### src/rtl/trap_detector_pkg.sv
// Shared constants and state type for the simulation-exit trap detector.
// The ebreak encoding and the a0 index describe the halt convention that the trap sink expects.
package trap_pkg;

    localparam logic [31:0] EBREAK_INST  = 32'h0010_0073;
    localparam logic [4:0]  A0_IDX       = 5'd10;
    localparam logic [63:0] TIMEOUT_CODE = 64'hFFFF_FFFF_FFFF_FFFF;

    typedef enum logic [1:0] {
        RUN,
        EXIT,
        DONE
    } state_t;

    function automatic logic is_ebreak(input logic valid, input logic [31:0] inst_word);
        return valid && (inst_word == EBREAK_INST);
    endfunction

endpackage

### src/rtl/trap_detector_if.sv
// Commit stream from the core's writeback stage into the trap detector.
interface trap_detector_if;

    logic        commit_valid;
    logic [63:0] commit_pc;
    logic [31:0] commit_inst;
    logic        commit_wen;
    logic [4:0]  commit_rd;
    logic [63:0] commit_wdata;

    modport master (
        output commit_valid, commit_pc, commit_inst,
        output commit_wen, commit_rd, commit_wdata
    );

    modport slave (
        input commit_valid, commit_pc, commit_inst,
        input commit_wen, commit_rd, commit_wdata
    );

endinterface

### src/rtl/trap_detector_commit_watchdog.sv
// Idle-cycle watchdog: expires when WDOG_CYCLES consecutive enabled cycles pass without a kick.
// WDOG_CYCLES = 0 disables it entirely.
module commit_watchdog #(
    parameter int WDOG_CYCLES = 100000
) (
    input  logic clock,
    input  logic reset,
    input  logic enable,
    input  logic kick,
    output logic expired
);

    localparam int LIMIT = (WDOG_CYCLES > 0) ? WDOG_CYCLES - 1 : 0;
    localparam int CW    = (LIMIT > 0) ? $clog2(LIMIT + 1) : 1;
    localparam logic [CW-1:0] LIMIT_V = CW'(LIMIT);
    localparam bit ENABLED = (WDOG_CYCLES > 0);

    logic [CW-1:0] idle_count;

    // Saturating at LIMIT keeps the disabled configuration from ever wrapping.
    always_ff @(posedge clock or negedge reset) begin
        if (!reset) begin
            idle_count <= '0;
        end else if (!enable || kick) begin
            idle_count <= '0;
        end else if (idle_count != LIMIT_V) begin
            idle_count <= idle_count + CW'(1);
        end
    end

    assign expired = ENABLED && enable && !kick && (idle_count == LIMIT_V);

endmodule

### src/rtl/trap_detector.sv
// Producer of the simulation exit bundle: detects the ebreak halt, shadows a0,
// forces a bad-trap exit on a commit hang, and counts cycles/instret while running.
module trap_detector
    import trap_pkg::*;
#(
    parameter int WDOG_CYCLES = 100000,
    parameter int CNT_W       = 64
) (
    input  logic              clock,
    input  logic              reset,
    trap_detector_if.slave    commit,
    output logic              exit,
    output logic [63:0]       pc,
    output logic [63:0]       a0,
    output logic [31:0]       inst,
    output logic              halted,
    output logic              timeout,
    output logic [CNT_W-1:0]  cycle_cnt,
    output logic [CNT_W-1:0]  instret_cnt
);

    state_t      state;
    logic [63:0] shadow_a0;
    logic [63:0] last_pc;
    logic [31:0] last_inst;
    logic        in_run;
    logic        wdog_expired;

    assign in_run = (state == RUN);

    commit_watchdog #(
        .WDOG_CYCLES(WDOG_CYCLES)
    ) u_watchdog (
        .clock  (clock),
        .reset  (reset),
        .enable (in_run),
        .kick   (commit.commit_valid),
        .expired(wdog_expired)
    );

    always_ff @(posedge clock or negedge reset) begin
        if (!reset) begin
            state       <= RUN;
            exit        <= 1'b0;
            pc          <= '0;
            a0          <= '0;
            inst        <= '0;
            halted      <= 1'b0;
            timeout     <= 1'b0;
            cycle_cnt   <= '0;
            instret_cnt <= '0;
            shadow_a0   <= '0;
            last_pc     <= '0;
            last_inst   <= '0;
        end else begin
            exit <= 1'b0;
            case (state)
                RUN: begin
                    cycle_cnt <= cycle_cnt + CNT_W'(1);
                    if (commit.commit_valid) begin
                        instret_cnt <= instret_cnt + CNT_W'(1);
                        last_pc     <= commit.commit_pc;
                        last_inst   <= commit.commit_inst;
                        if (commit.commit_wen && commit.commit_rd == A0_IDX) begin
                            shadow_a0 <= commit.commit_wdata;
                        end
                    end
                    // ebreak itself never writes rd, so the pre-edge shadow is the exit code.
                    if (is_ebreak(commit.commit_valid, commit.commit_inst)) begin
                        state   <= EXIT;
                        exit    <= 1'b1;
                        halted  <= 1'b1;
                        pc      <= commit.commit_pc;
                        inst    <= commit.commit_inst;
                        a0      <= shadow_a0;
                        timeout <= 1'b0;
                    end else if (wdog_expired) begin
                        state   <= EXIT;
                        exit    <= 1'b1;
                        halted  <= 1'b1;
                        pc      <= last_pc;
                        inst    <= last_inst;
                        a0      <= TIMEOUT_CODE;
                        timeout <= 1'b1;
                    end
                end
                EXIT: begin
                    state <= DONE;
                end
                default: begin
                    state <= DONE;
                end
            endcase
        end
    end

endmodule

### src/flat_wrapper.sv
// flat-port wrapper written by rule: the top's interface ports become plain ports
module trap_detector_flat import trap_pkg::*;
#(
    parameter int WDOG_CYCLES = 100000,
    parameter int CNT_W       = 64
)
  (clock, reset, exit, pc, a0, inst, halted, timeout, cycle_cnt, instret_cnt, commit_commit_valid, commit_commit_pc, commit_commit_inst, commit_commit_wen, commit_commit_rd, commit_commit_wdata);
  trap_detector_if commit_i ();
  input  logic clock;
  input  logic reset;
  output logic exit;
  output logic [63:0] pc;
  output logic [63:0] a0;
  output logic [31:0] inst;
  output logic halted;
  output logic timeout;
  output logic [CNT_W-1:0] cycle_cnt;
  output logic [CNT_W-1:0] instret_cnt;
  input wire logic [$bits(commit_i.commit_valid)-1:0] commit_commit_valid;
  input wire logic [$bits(commit_i.commit_pc)-1:0] commit_commit_pc;
  input wire logic [$bits(commit_i.commit_inst)-1:0] commit_commit_inst;
  input wire logic [$bits(commit_i.commit_wen)-1:0] commit_commit_wen;
  input wire logic [$bits(commit_i.commit_rd)-1:0] commit_commit_rd;
  input wire logic [$bits(commit_i.commit_wdata)-1:0] commit_commit_wdata;
  assign commit_i.commit_valid = commit_commit_valid;
  assign commit_i.commit_pc = commit_commit_pc;
  assign commit_i.commit_inst = commit_commit_inst;
  assign commit_i.commit_wen = commit_commit_wen;
  assign commit_i.commit_rd = commit_commit_rd;
  assign commit_i.commit_wdata = commit_commit_wdata;
  trap_detector #(.WDOG_CYCLES(WDOG_CYCLES), .CNT_W(CNT_W)) u_core (.clock(clock), .reset(reset), .commit(commit_i), .exit(exit), .pc(pc), .a0(a0), .inst(inst), .halted(halted), .timeout(timeout), .cycle_cnt(cycle_cnt), .instret_cnt(instret_cnt));
endmodule
### config.mk
export PLATFORM = sky130hd
export DESIGN_NAME = trap_detector_flat
export DESIGN_NICKNAME = d
export VERILOG_FILES = /design/src/rtl/trap_detector_pkg.sv /design/src/rtl/trap_detector_if.sv /design/src/rtl/trap_detector_commit_watchdog.sv /design/src/rtl/trap_detector.sv /design/src/flat_wrapper.sv
export SDC_FILE = /design/constraint.sdc
export NUM_CORES = 1
export LEC_CHECK = 0
export CAP_MARGIN = 20
export CELL_PAD_IN_SITES_DETAIL_PLACEMENT = 0
export CELL_PAD_IN_SITES_GLOBAL_PLACEMENT = 1
export CORE_MARGIN = 10
export CORE_UTILIZATION = 42
export CTS_CLUSTER_SIZE = 16
export DETAILED_ROUTE_END_ITERATION = 16
export PLACE_DENSITY_LB_ADDON = 0.25
export SETUP_SLACK_MARGIN = 0.1
export SYNTH_ARGS = -nofsm -noshare
export SYNTH_HDL_FRONTEND = slang
export SYNTH_HIERARCHICAL = 1
export SYNTH_SLANG_ARGS = --single-unit
### constraint.sdc
create_clock -name clock -period 4.5 [get_ports clock]
set_clock_uncertainty 0.15 [all_clocks]
set_input_delay 0.45 -clock clock [delete_from_list [all_inputs] [get_ports clock]]
set_output_delay 0.45 -clock clock [all_outputs]
set_load 0.01 [all_outputs]
# After elaboration in Yosys (flattened, before gate mapping)
# Cells that the tools add are included.
classes:
  muxes: 17
  magnitude_cmp: 0
  n_reduce_logical: 13
  n_div: 0
  eq_ne: 5
  shifts: 0
  mul: 0
  addsub: 3
  bitwise_logic: 0
op_table:
  columns: ["op", "count"]
  rows:
  - ["$mux W64", 4]
  - ["$add A64 B1 Y64 const B", 2]
  - ["$mux W32", 2]
  - ["$mux W17", 2]
  - ["$eq A32 B21 Y1 const B", 1]
  - ["$add A17 B1 Y17 const B", 1]
  - ["$eq A17 B17 Y1 const B", 1]
  - ["$ne A17 B17 Y1 const B", 1]
  - ["$mux W1", 6]
  - ["$mux W2", 3]
  - ["$eq A5 B4 Y1 const B", 1]
  - ["$logic_and A1 B1 Y1", 4]
  - ["$reduce_and A2 Y1", 2]
  - ["$reduce_bool A2 Y1", 2]
  - ["$ne A3 B1 Y1 const B", 1]
  - ["$reduce_and A3 Y1", 1]
  - ["$logic_not A1 Y1", 2]
  - ["$logic_not A2 Y1", 1]
  - ["$logic_or A1 B1 Y1", 1]
totals:
  input_bits: 169
  n_memories: 0
  rom_bits: 0
  latchBits: 0
  register_bits: 470
  ramBits: 0
  output_inout_bits: 291
  wordCells: 51

# Logic depth before layout (Yosys ltp)
# Gate-level depths: netlist (run 1).
logic_depth:
  word_depth: 6
  depth_mapped: 14
  mapped_depth_nobuf: 8

# Cells and area by module
# The synthesis (run 1) kept the hierarchy.
by_module_without_submodules:
  columns: ["module", "cells_per_inst", "area_per_inst_um2", "n_inst", "seq_area_each_um2"]
  rows:
  - ["trap_detector", 1550, 18372.6, 1, 11335.9]
  - ["commit_watchdog", 97, 955.9, 1, 425.4]

# Least setup slack after synthesis (run 1)
# No wires, ideal clock.
synth_path:
  path_kind: "flip-flop to flip-flop"
  startpoint: "register u_core.state[1]"
  endpoint: "register u_core.a0[24]"
  synth_period_minus_slack_ps: 3093
  path_stages_with_launch: 15
  required_ps: 4273
  arrival_ps: 2866
  path_slack_ps: 1407
  path_buffers: 6
  path_cell_list: "dfrtp_1 -> or2_2 -> buf_2 -> inv_2 -> clkbuf_1 -> nand2b_1 -> clkbuf_1 -> clkbuf_1 -> nor2_1 -> inv_1 -> nor2_1 -> clkbuf_1 -> buf_1 -> nor2_1 -> a21oi_1"
synth_via:
  elab_chain_len: 5
synth_rtl:
  columns: ["item", "line_no", "text"]
  rows:
  - ["from (decl)", "trap_detector.sv:22", "state_t state;"]
  - ["from (signal assigned)", "trap_detector.sv:43", "state <= RUN;"]
  - ["from (signal assigned)", "trap_detector.sv:70", "state <= EXIT;"]
  - ["from (signal assigned)", "trap_detector.sv:78", "state <= EXIT;"]
  - ["$logic_not A2 Y1", "trap_detector.sv:29", "assign in_run = (state == RUN);"]
  - ["via u_core.in_run", "trap_detector.sv:26", "logic in_run;"]
  - ["$logic_and A1 B1 Y1 (2 in series)", "trap_detector_commit_watchdog.sv:31", "assign expired = ENABLED && enable && !kick && (idle_count == LIMIT_V);"]
  - ["via u_core.wdog_expired", "trap_detector.sv:27", "logic wdog_expired;"]
  - ["$reduce_bool A2 Y1 (no line)", null, null]
  - ["$reduce_and A2 Y1 (no line)", null, null]
  - ["to (signal assigned)", "trap_detector.sv:75", "a0 <= shadow_a0;"]
  - ["to (decl)", "trap_detector.sv:14", "output logic [63:0] a0,"]
# The timed path passes the listed nets, and every way through them passes these cells.
# A chain may end at the register's enable or synchronous reset.

# Worst setup path after layout (run 1)
layout_path:
  startpoint: "input port commit_commit_inst[22]"
  endpoint: "register u_core.pc[23]"
layout_via:
  elab_chain_len: 4
layout_rtl:
  columns: ["item", "line_no", "text"]
  rows:
  - ["from (decl)", "flat_wrapper.sv:21", "input wire logic [$bits(commit_i.commit_inst)-1:0] commit_commit_inst;"]
  - ["$eq A32 B21 Y1 (*)", "trap_detector_pkg.sv:16", "return valid && (inst_word == EBREAK_INST);"]
  - ["$logic_and A1 B1 Y1 (*)", "trap_detector_pkg.sv:16", null]
  - ["$reduce_bool A2 Y1 (no line)", null, null]
  - ["$reduce_and A2 Y1 (no line)", null, null]
  - ["to (signal assigned)", "trap_detector.sv:73", "pc <= commit.commit_pc;"]
  - ["to (signal assigned)", "trap_detector.sv:81", "pc <= last_pc;"]
  - ["to (decl)", "trap_detector.sv:13", "output logic [63:0] pc,"]
# Mark *: on every way between the ends. The rest lies on a longest branch, timed or not.

==> results of run 1 <==
[cells in the mapped netlist, types with 2 or more instances]
cell	instances	area (sq um)
a21oi_1	66	330
a22o_1	25	219
a2bb2oi_1	64	561
a31oi_1	3	18.8
and2_1	4	25.0
and3_1	11	68.8
and4_1	6	52.6
buf_1	8	30.0
buf_2	19	95.1
buf_4	2	15.0
clkbuf_1	53	199
dfrtp_1	470	11800
ha_1	3	37.5
inv_1	21	78.8
inv_2	2	7.51
mux2_2	129	1450
mux2i_1	2	20.0
nand2_1	156	586
nand2b_1	3	18.8
nand3_1	44	220
nand3_2	2	20.0
nand4_1	52	325
nand4_2	6	75.1
nor2_1	184	691
nor3_1	40	200
nor3_2	4	40.0
nor4_1	15	93.8
nor4_2	9	113
nor4b_1	2	17.5
nor4bb_1	4	40.0
o21ai_0	2	10.0
o22a_1	6	52.6
o22ai_1	64	400
or2_2	4	25.0
or3_1	6	37.5
xnor2_1	77	674
xor2_1	60	526
[registers in the layout, indices dropped and copies added, names as in the netlist, 17 cells and up]
register	flops
u_core/u_watchdog/idle_count	17
u_core/a0	64
u_core/instret_cnt	64
u_core/last_pc	64
u_core/inst	32
u_core/last_inst	32
u_core/cycle_cnt	64
u_core/pc	64
u_core/shadow_a0	64
[worst register-to-register path, cell delays in order, from the launching register on]
cell and delay, ns:
dfrtp_1 0.39, or2_2 0.45, inv_2 0.10, nand2b_1 0.35, nor2_1 0.51, inv_1 0.18
nor3_2 0.43, buf_4 0.36, a22o_1 0.20
[power by group through the flow]
stage               Clock, W  Sequential (W)  Combinational, W
floorplan                  0         0.00460          0.000234
CTS                  0.00454         0.00454          0.000623
global route         0.00470         0.00457          0.000668
finish               0.00443         0.00454          0.000606
detailed placement         0         0.00462          0.000618
global placement           0         0.00461          0.000605
[final timing paths]
| path | to | slack, ns | cells past startpoint |
|---|---|---|---|
| max | u_core/pc[23] | 1.30 | 8 |
| min | u_core/last_inst[4] | 0.28 | 3 |
| max reg2reg | u_core/inst[31] | 1.32 | 8 |
| min reg2reg | u_core/instret_cnt[63] | 0.32 | 1 |
| max in group asynchronous | u_core/a0[11] | 2.74 | 3 |
| min in group asynchronous | u_core/instret_cnt[56] | 0.30 | 2 |
[repair_timing]
action,CTS,global route
setup buffers,0,0
endpoints found under the hold margin,95,0
hold buffers,1,0
[per-layer routing]
metal / vias up / part of all wire [%] / global-route usage (%)
li1: 6726 / - / -
met1: 7215 / 41 / 26.0
met2: 405 / 48 / 33.2
met3: 83 / 8.3 / 7.28
met4: 12 / 2.2 / 5.77
met5: - / 0.12 / 0
[metrics by stage]
step	hold slack (ns)	cell area (sq um)	cells	utilization [%]
2_1_floorplan	0.00441	19300	1647	-
3_3_place_gp	0.305	24600	2645	54.1
3_5_place_dp	0.311	24600	2646	54.1
4_1_cts	0.245	26400	2742	58.1
5_1_grt	0.266	26400	2744	58.1
6_report	0.278	26400	2749	58.1
[final cells by class]
type,instances,share of cell area [%]
flip-flops and latches,470,44.5
multi-input cells,1071,27.1
repair buffers,483,18.4
clock buffers,71,5.72
well taps,600,2.84
clock inverters,24,1.09
inverters,23,0.327
diodes,7,0.0662
[cell families after synthesis]
kind of cell               count (synthesis)  share of synthesized area (%)
muxes                                    131                           7.62
AOI/OAI and AO/OA                        235                           8.45
buffers and inverters                    106                           2.26
and+or+nand+nor                          565                           14.4
xor gates and xnor gates                 137                           6.21
DFF                                      470                           60.8
adders and majority gates                  3                          0.194
[placed cells by master, fill, tap and decap left out, drive strengths merged, types with 16 or more instances in the layout]
master | synthesis | layout
a21oi | 66 | 66
a22o | 25 | 25
a2bb2oi | 64 | 64
buf | 30 | 24
clkbuf | 53 | 71
clkdlybuf4s50 | 0 | 458
clkinv | 0 | 16
dfrtp | 470 | 470
inv | 23 | 24
mux2 | 129 | 129
nand2 | 156 | 156
nand3 | 46 | 46
nand4 | 58 | 58
nor2 | 184 | 184
nor3 | 44 | 44
nor4 | 25 | 25
o22ai | 64 | 64
xnor2 | 77 | 77
xor2 | 60 | 60
==> results by group, run 1 <==
Outcome
  • Status: completed

STA
  • Fin. Hold Viols: 0
  • Unrepaired setup endpoints after global routing: no
  • Final TNS setup: 0 ns
  • Fin. max-slew vios: 0
  • Setup slack after layout: 1.30 ns
  • Max frequency: 312 MHz
  • Final min period: 3.20 ns
  • Worst slew pin tran: 1.06 ns
  • Final setup vio count: 0
  • Tcrit/Tclk final: 71.2%
  • Rel. slew slack: 28.4%

Setup path
  • WP buf/inv: 3
  • Crit path largest cell delay: 0.91 ns
  • Crit start category: input pin
  • CP Cell Sequence: clkdlybuf4s50_1 -> nor4b_1 -> nand3_1 -> nor3_1 -> o21ai_4 -> inv_2 -> buf_12 -> a2bb2oi_1
  • Slowest CP cell: nor4b_1
  • Critical Path Fanout Max: 41
  • Worst Setup Path Type: input pin to flop
  • Required @ worst endpoint: 4.85 ns
  • CP endpoint kind: flop
  • R2r startpoint: u_core/state[1]
  • CP delay by family, top: simple AND/OR/NAND/NOR gates
  • CP arrival: 3.55 ns
  • Crit path from: commit_commit_inst[22]

Drt
  • Initial DRC count: 1080
  • Number of remaining DRC errors: 0
  • Routed wire per std cell: 21.3 um
  • Vias: 14400
  • Vias per cell: 5.25
  • First-pass DRT Iterations: 5
  • Final ANT Viol Nets: 0
  • Drt total wl: 58.5 mm

Min path
  • Hold Startpoint: commit_commit_inst[4]
  • Worst hold path class: input pin to flop

Clocking
  • Reg clk slew, reported paths: 0.06 ns
  • TritonCTS buffer count: 51
  • Root Buffer Master: clkbuf_16
  • Clock sinks: 470
  • Worst skew pair latency: 0.59 ns
  • CTS tree: built
  • Bufs on Longest Clock Path: 3
  • Max H-tree Level: 2
  • Number of gates resized after cts: 0

Yosys
  • EDFF count, synth: 0
  • Yosys warnings: 6
  • #FFs+latches synth: 470
  • Post-synth ARST share: 100%
  • Syn Inst Count: 1647
  • Synth Cell Area: 19300 sq um
  • Synth Flop Type: dfrtp_1
  • Post-synthesis sequential area ratio: 60.8%
  • Mean Syn Cell Area: 11.7 sq um
  • Syn_nets: 1819
  • Synth unique cells: 56

Place
  • DP HPWL: 41.0 mm
  • Pre-CTS setup slack: 0.756 ns
  • Routability congestion estimate: 0.783
  • PortBufs: 459

Final layout
  • Fin nets: 2272
  • Layout cells sized above 1: 13.1%
  • Area occupied by multi-input gates: 7170 sq um
  • Area grow syn2layout: 36.8%
  • Layout fillers: 3840
  • Reg area: 11800 sq um

Power and ir drop
  • Pwr Density: 362 nW/um^2
  • Internal power: 0.00745 W
  • Combinational share of power: 6.3%
  • Sw Pwr: 0.00212 W
  • P_leak: 11.9 nW
  • Sequential share of power: 47.4%
  • Net Sw Frac: 22.2%
  • Peak supply drop: 0.000322 V
  • Total power: 0.00958 W
  • Clock network fraction of total power: 46.2%

Global routing
  • GRT overflow: 0
  • Largest net degree at the start of global routing: 130
  • Vias in the first global route: 14900
  • Initial antenna violation count: 11
  • GRT Util Overall: 20.7%
  • Global-route wire length before repair: 88.6 mm

Floorplan
  • I/O pin count: 460
  • Die Area: 55000 sq um
  • Die Wd: 235 um
  • Initial Util: 42.5%
  • Core footprint: 45500 sq um
  • Die Ht: 235 um
  • Rows: 78

Run
  • Max cap viols: 0
Note: power is estimated with default switching activity, not from simulation.
==> inputs of run 2 (changes only) <==
--- a/config.mk
+++ b/config.mk
@@ -9,7 +9,7 @@
 export CELL_PAD_IN_SITES_DETAIL_PLACEMENT = 0
 export CELL_PAD_IN_SITES_GLOBAL_PLACEMENT = 1
 export CORE_MARGIN = 10
-export CORE_UTILIZATION = 42
+export CORE_UTILIZATION = 39
 export CTS_CLUSTER_SIZE = 16
 export DETAILED_ROUTE_END_ITERATION = 16
 export PLACE_DENSITY_LB_ADDON = 0.25
==> constraint.sdc (replaced) <==
create_clock -name clock -period 3.35 [get_ports clock]
set_clock_uncertainty 0.15 [all_clocks]
set_input_delay 0.335 -clock clock [delete_from_list [all_inputs] [get_ports clock]]
set_output_delay 0.335 -clock clock [all_outputs]
set_load 0.01 [all_outputs]
==> results by group, run 2 (synthesized netlist as in run 1, its figures left out) <==
Clocking
  • Reg clk slew, reported paths: 0.06 ns (about the same)
  • Post-CTS setup repair buffer count: 0 (unchanged)
  • Clock sinks: 470 (unchanged)
  • CTS tree: built
  • Bufs on Longest Clock Path: 3 (unchanged)
  • Worst skew pair latency: 0.59 ns (about the same)
  • Root Buffer Master: clkbuf_16
  • Max H-tree Level: 2 (unchanged)
  • TritonCTS buffer count: 52 (+2.0%)

Place
  • Pre-CTS setup slack: 0.289 ns (-0.467 ns)
  • PortBufs: 459 (unchanged)
  • DP HPWL: 42.4 mm (+3.3%)
  • Routability congestion estimate: 0.823 (+5.0%)

Drt
  • Initial DRC count: 867 (-20%)
  • Number of remaining DRC errors: 0 (unchanged)
  • Drt total wl: 59.8 mm (+2.3%)
  • First-pass DRT Iterations: 5 (unchanged)
  • Routed wire per std cell: 21.1 um (-0.66%)
  • Vias: 14500 (+0.42%)
  • Final ANT Viol Nets: 0 (unchanged)
  • Vias per cell: 5.12 (-2.5%)

Final layout
  • Layout cells sized above 1: 13.5% (+0.35 points)
  • Area grow syn2layout: 38.1%
  • Most common cell after layout, fill and taps aside: dfrtp_1
  • Fin nets: 2289 (+0.75%)
  • Most frequent cells in the layout: dfrtp_1 (470), clkdlybuf4s50_1 (458), nor2_1 (183)

Global routing
  • Vias in the first global route: 14800 (-0.34%)
  • GRT Util Overall: 19.6% (-1.0 points)
  • Largest net degree at the start of global routing: 130 (unchanged)
  • GRT overflow: 0 (unchanged)
  • Initial antenna violation count: 16 (+5)
  • Global-route wire length before repair: 91.3 mm (+3.0%)

Power and ir drop
  • Peak supply drop: 0.000454 V (+41%)
  • Pwr Density: 478 nW/um^2 (+32%)
  • P_leak: 12.0 nW (+0.65%)

STA
  • Fin. Hold Viols: 0 (unchanged)
  • Worst slew pin tran: 0.836 ns (-0.222 ns)
  • Rel. slew slack: 44.2% (+16 points)
  • Final setup vio count: 0 (unchanged)
  • Tcrit/Tclk final: 83.1%
  • Final TNS setup: 0 ns (unchanged)
  • Unrepaired setup endpoints after global routing: no
  • Final min period: 2.79 ns
  • Setup slack after layout: 0.565 ns (-0.733 ns)
  • Max frequency: 359 MHz
  • Fin. max-slew vios: 0 (unchanged)

Run
  • Max cap viols: 0 (unchanged)

Setup path
  • Crit start category: flop
  • CP arrival: 3.13 ns (-0.42 ns)
  • Critical Path Fanout Max: 15 (-63%)
  • Required @ worst endpoint: 3.69 ns (-1.16 ns)
  • CP endpoint kind: flop
  • Worst Setup Path Type: flop to flop

Floorplan
  • I/O pin count: 460 (unchanged)
  • Initial Util: 39.5% (-3.0 points)
  • Core footprint: 49000 sq um (+7.6%)
  • Die Wd: 243 um (+3.5%)
  • Die Ht: 243 um (+3.5%)
  • Rows: 81 (+3.8%)
  • Die Area: 58900 sq um (+7.0%)

Outcome
  • Status: completed

Min path
  • Worst hold path class: input pin to flop
run 2: cell types whose count changed in the layout (fill, tap and decap cells not counted):
cell	before	now
clkbuf_16	52	54
clkbuf_1	5	14
buf_1	1	0
bufinv_16	6	4
buf_12	6	12
clkinvlp_4	1	3
clkbuf_8	14	11
buf_4	16	27
clkinv_2	15	9
run 2: worst paths after layout:
check | cells past startpoint | startpoint | slack (ns) | end
min reg2reg | 1 | u_core/cycle_cnt[63] | 0.32 | u_core/cycle_cnt[63]
min in group asynchronous | 2 | reset | 0.17 | u_core/instret_cnt[13]
max | 10 | u_core/u_watchdog/idle_count[0] | 0.56 | u_core/a0[34]
max in group asynchronous | 3 | reset | 2.00 | u_core/instret_cnt[16]
min | 3 | commit_commit_inst[15] | 0.16 | u_core/last_inst[15]
max reg2reg | 10 | u_core/u_watchdog/idle_count[0] | 0.56 | u_core/a0[34]
run 2: cell type report:
type / count / area, sq um
Antenna cell: 7 / 17.5
Clock buffer: 79 / 1560
Clock inverter: 18 / 213
Fill cell: 4267 / 22300
Inverter: 23 / 86.3
Multi-Input combinational cell: 1071 / 7170
Sequential cell: 470 / 11800
Tap cell: 664 / 831
Timing Repair Buffer: 499 / 5050
run 2: power by group:
group | leakage, nW | internal (W) | switching [W]
clock network | 0.865 | 0.00351 | 0.00232
logic | 4.86 | 0.000476 | 0.000358
registers | 6.25 | 0.00594 | 0.000170
run 2: worst max-delay path, stage by stage (launching register included):
cell and delay (ns):
dfrtp_1 0.42, ha_1 0.26, and4_1 0.38, nand4_2 0.26, nor2_1 0.20, buf_4 0.17, inv_1 0.08, nor2_4 0.22
buf_4 0.27, nor2_1 0.08, a21oi_1 0.19
run 2: repair_timing:
item,4_1_cts,5_1_grt
hold buffers,1,0
hold endpoints to repair,70,0
endpoints found under the setup margin,0,0
gates resized for setup,0,0
run 2: through the flow:
step	std cells	hold slack, ns	power [W]	utilization (%)	area (sq um)
finish	2831	0.159	0.0128	54.5	26700
global route	2829	0.148	0.0133	54.5	26700
floorplan	1647	-0.111	0.00650	-	19300
CTS	2824	0.114	0.0130	54.5	26700
global placement	2726	0.198	0.00702	50.9	24900
detailed placement	2726	0.198	0.00706	50.9	24900
run 2: per-layer routing:
metal  vias up  share of wire (%)  track usage, %
li1       6770                  -               -
met1      7239                 42            24.6
met4        18                2.5            6.51
met2       377                 48            31.7
met3        97                7.4            6.37
met5         -               0.19               0
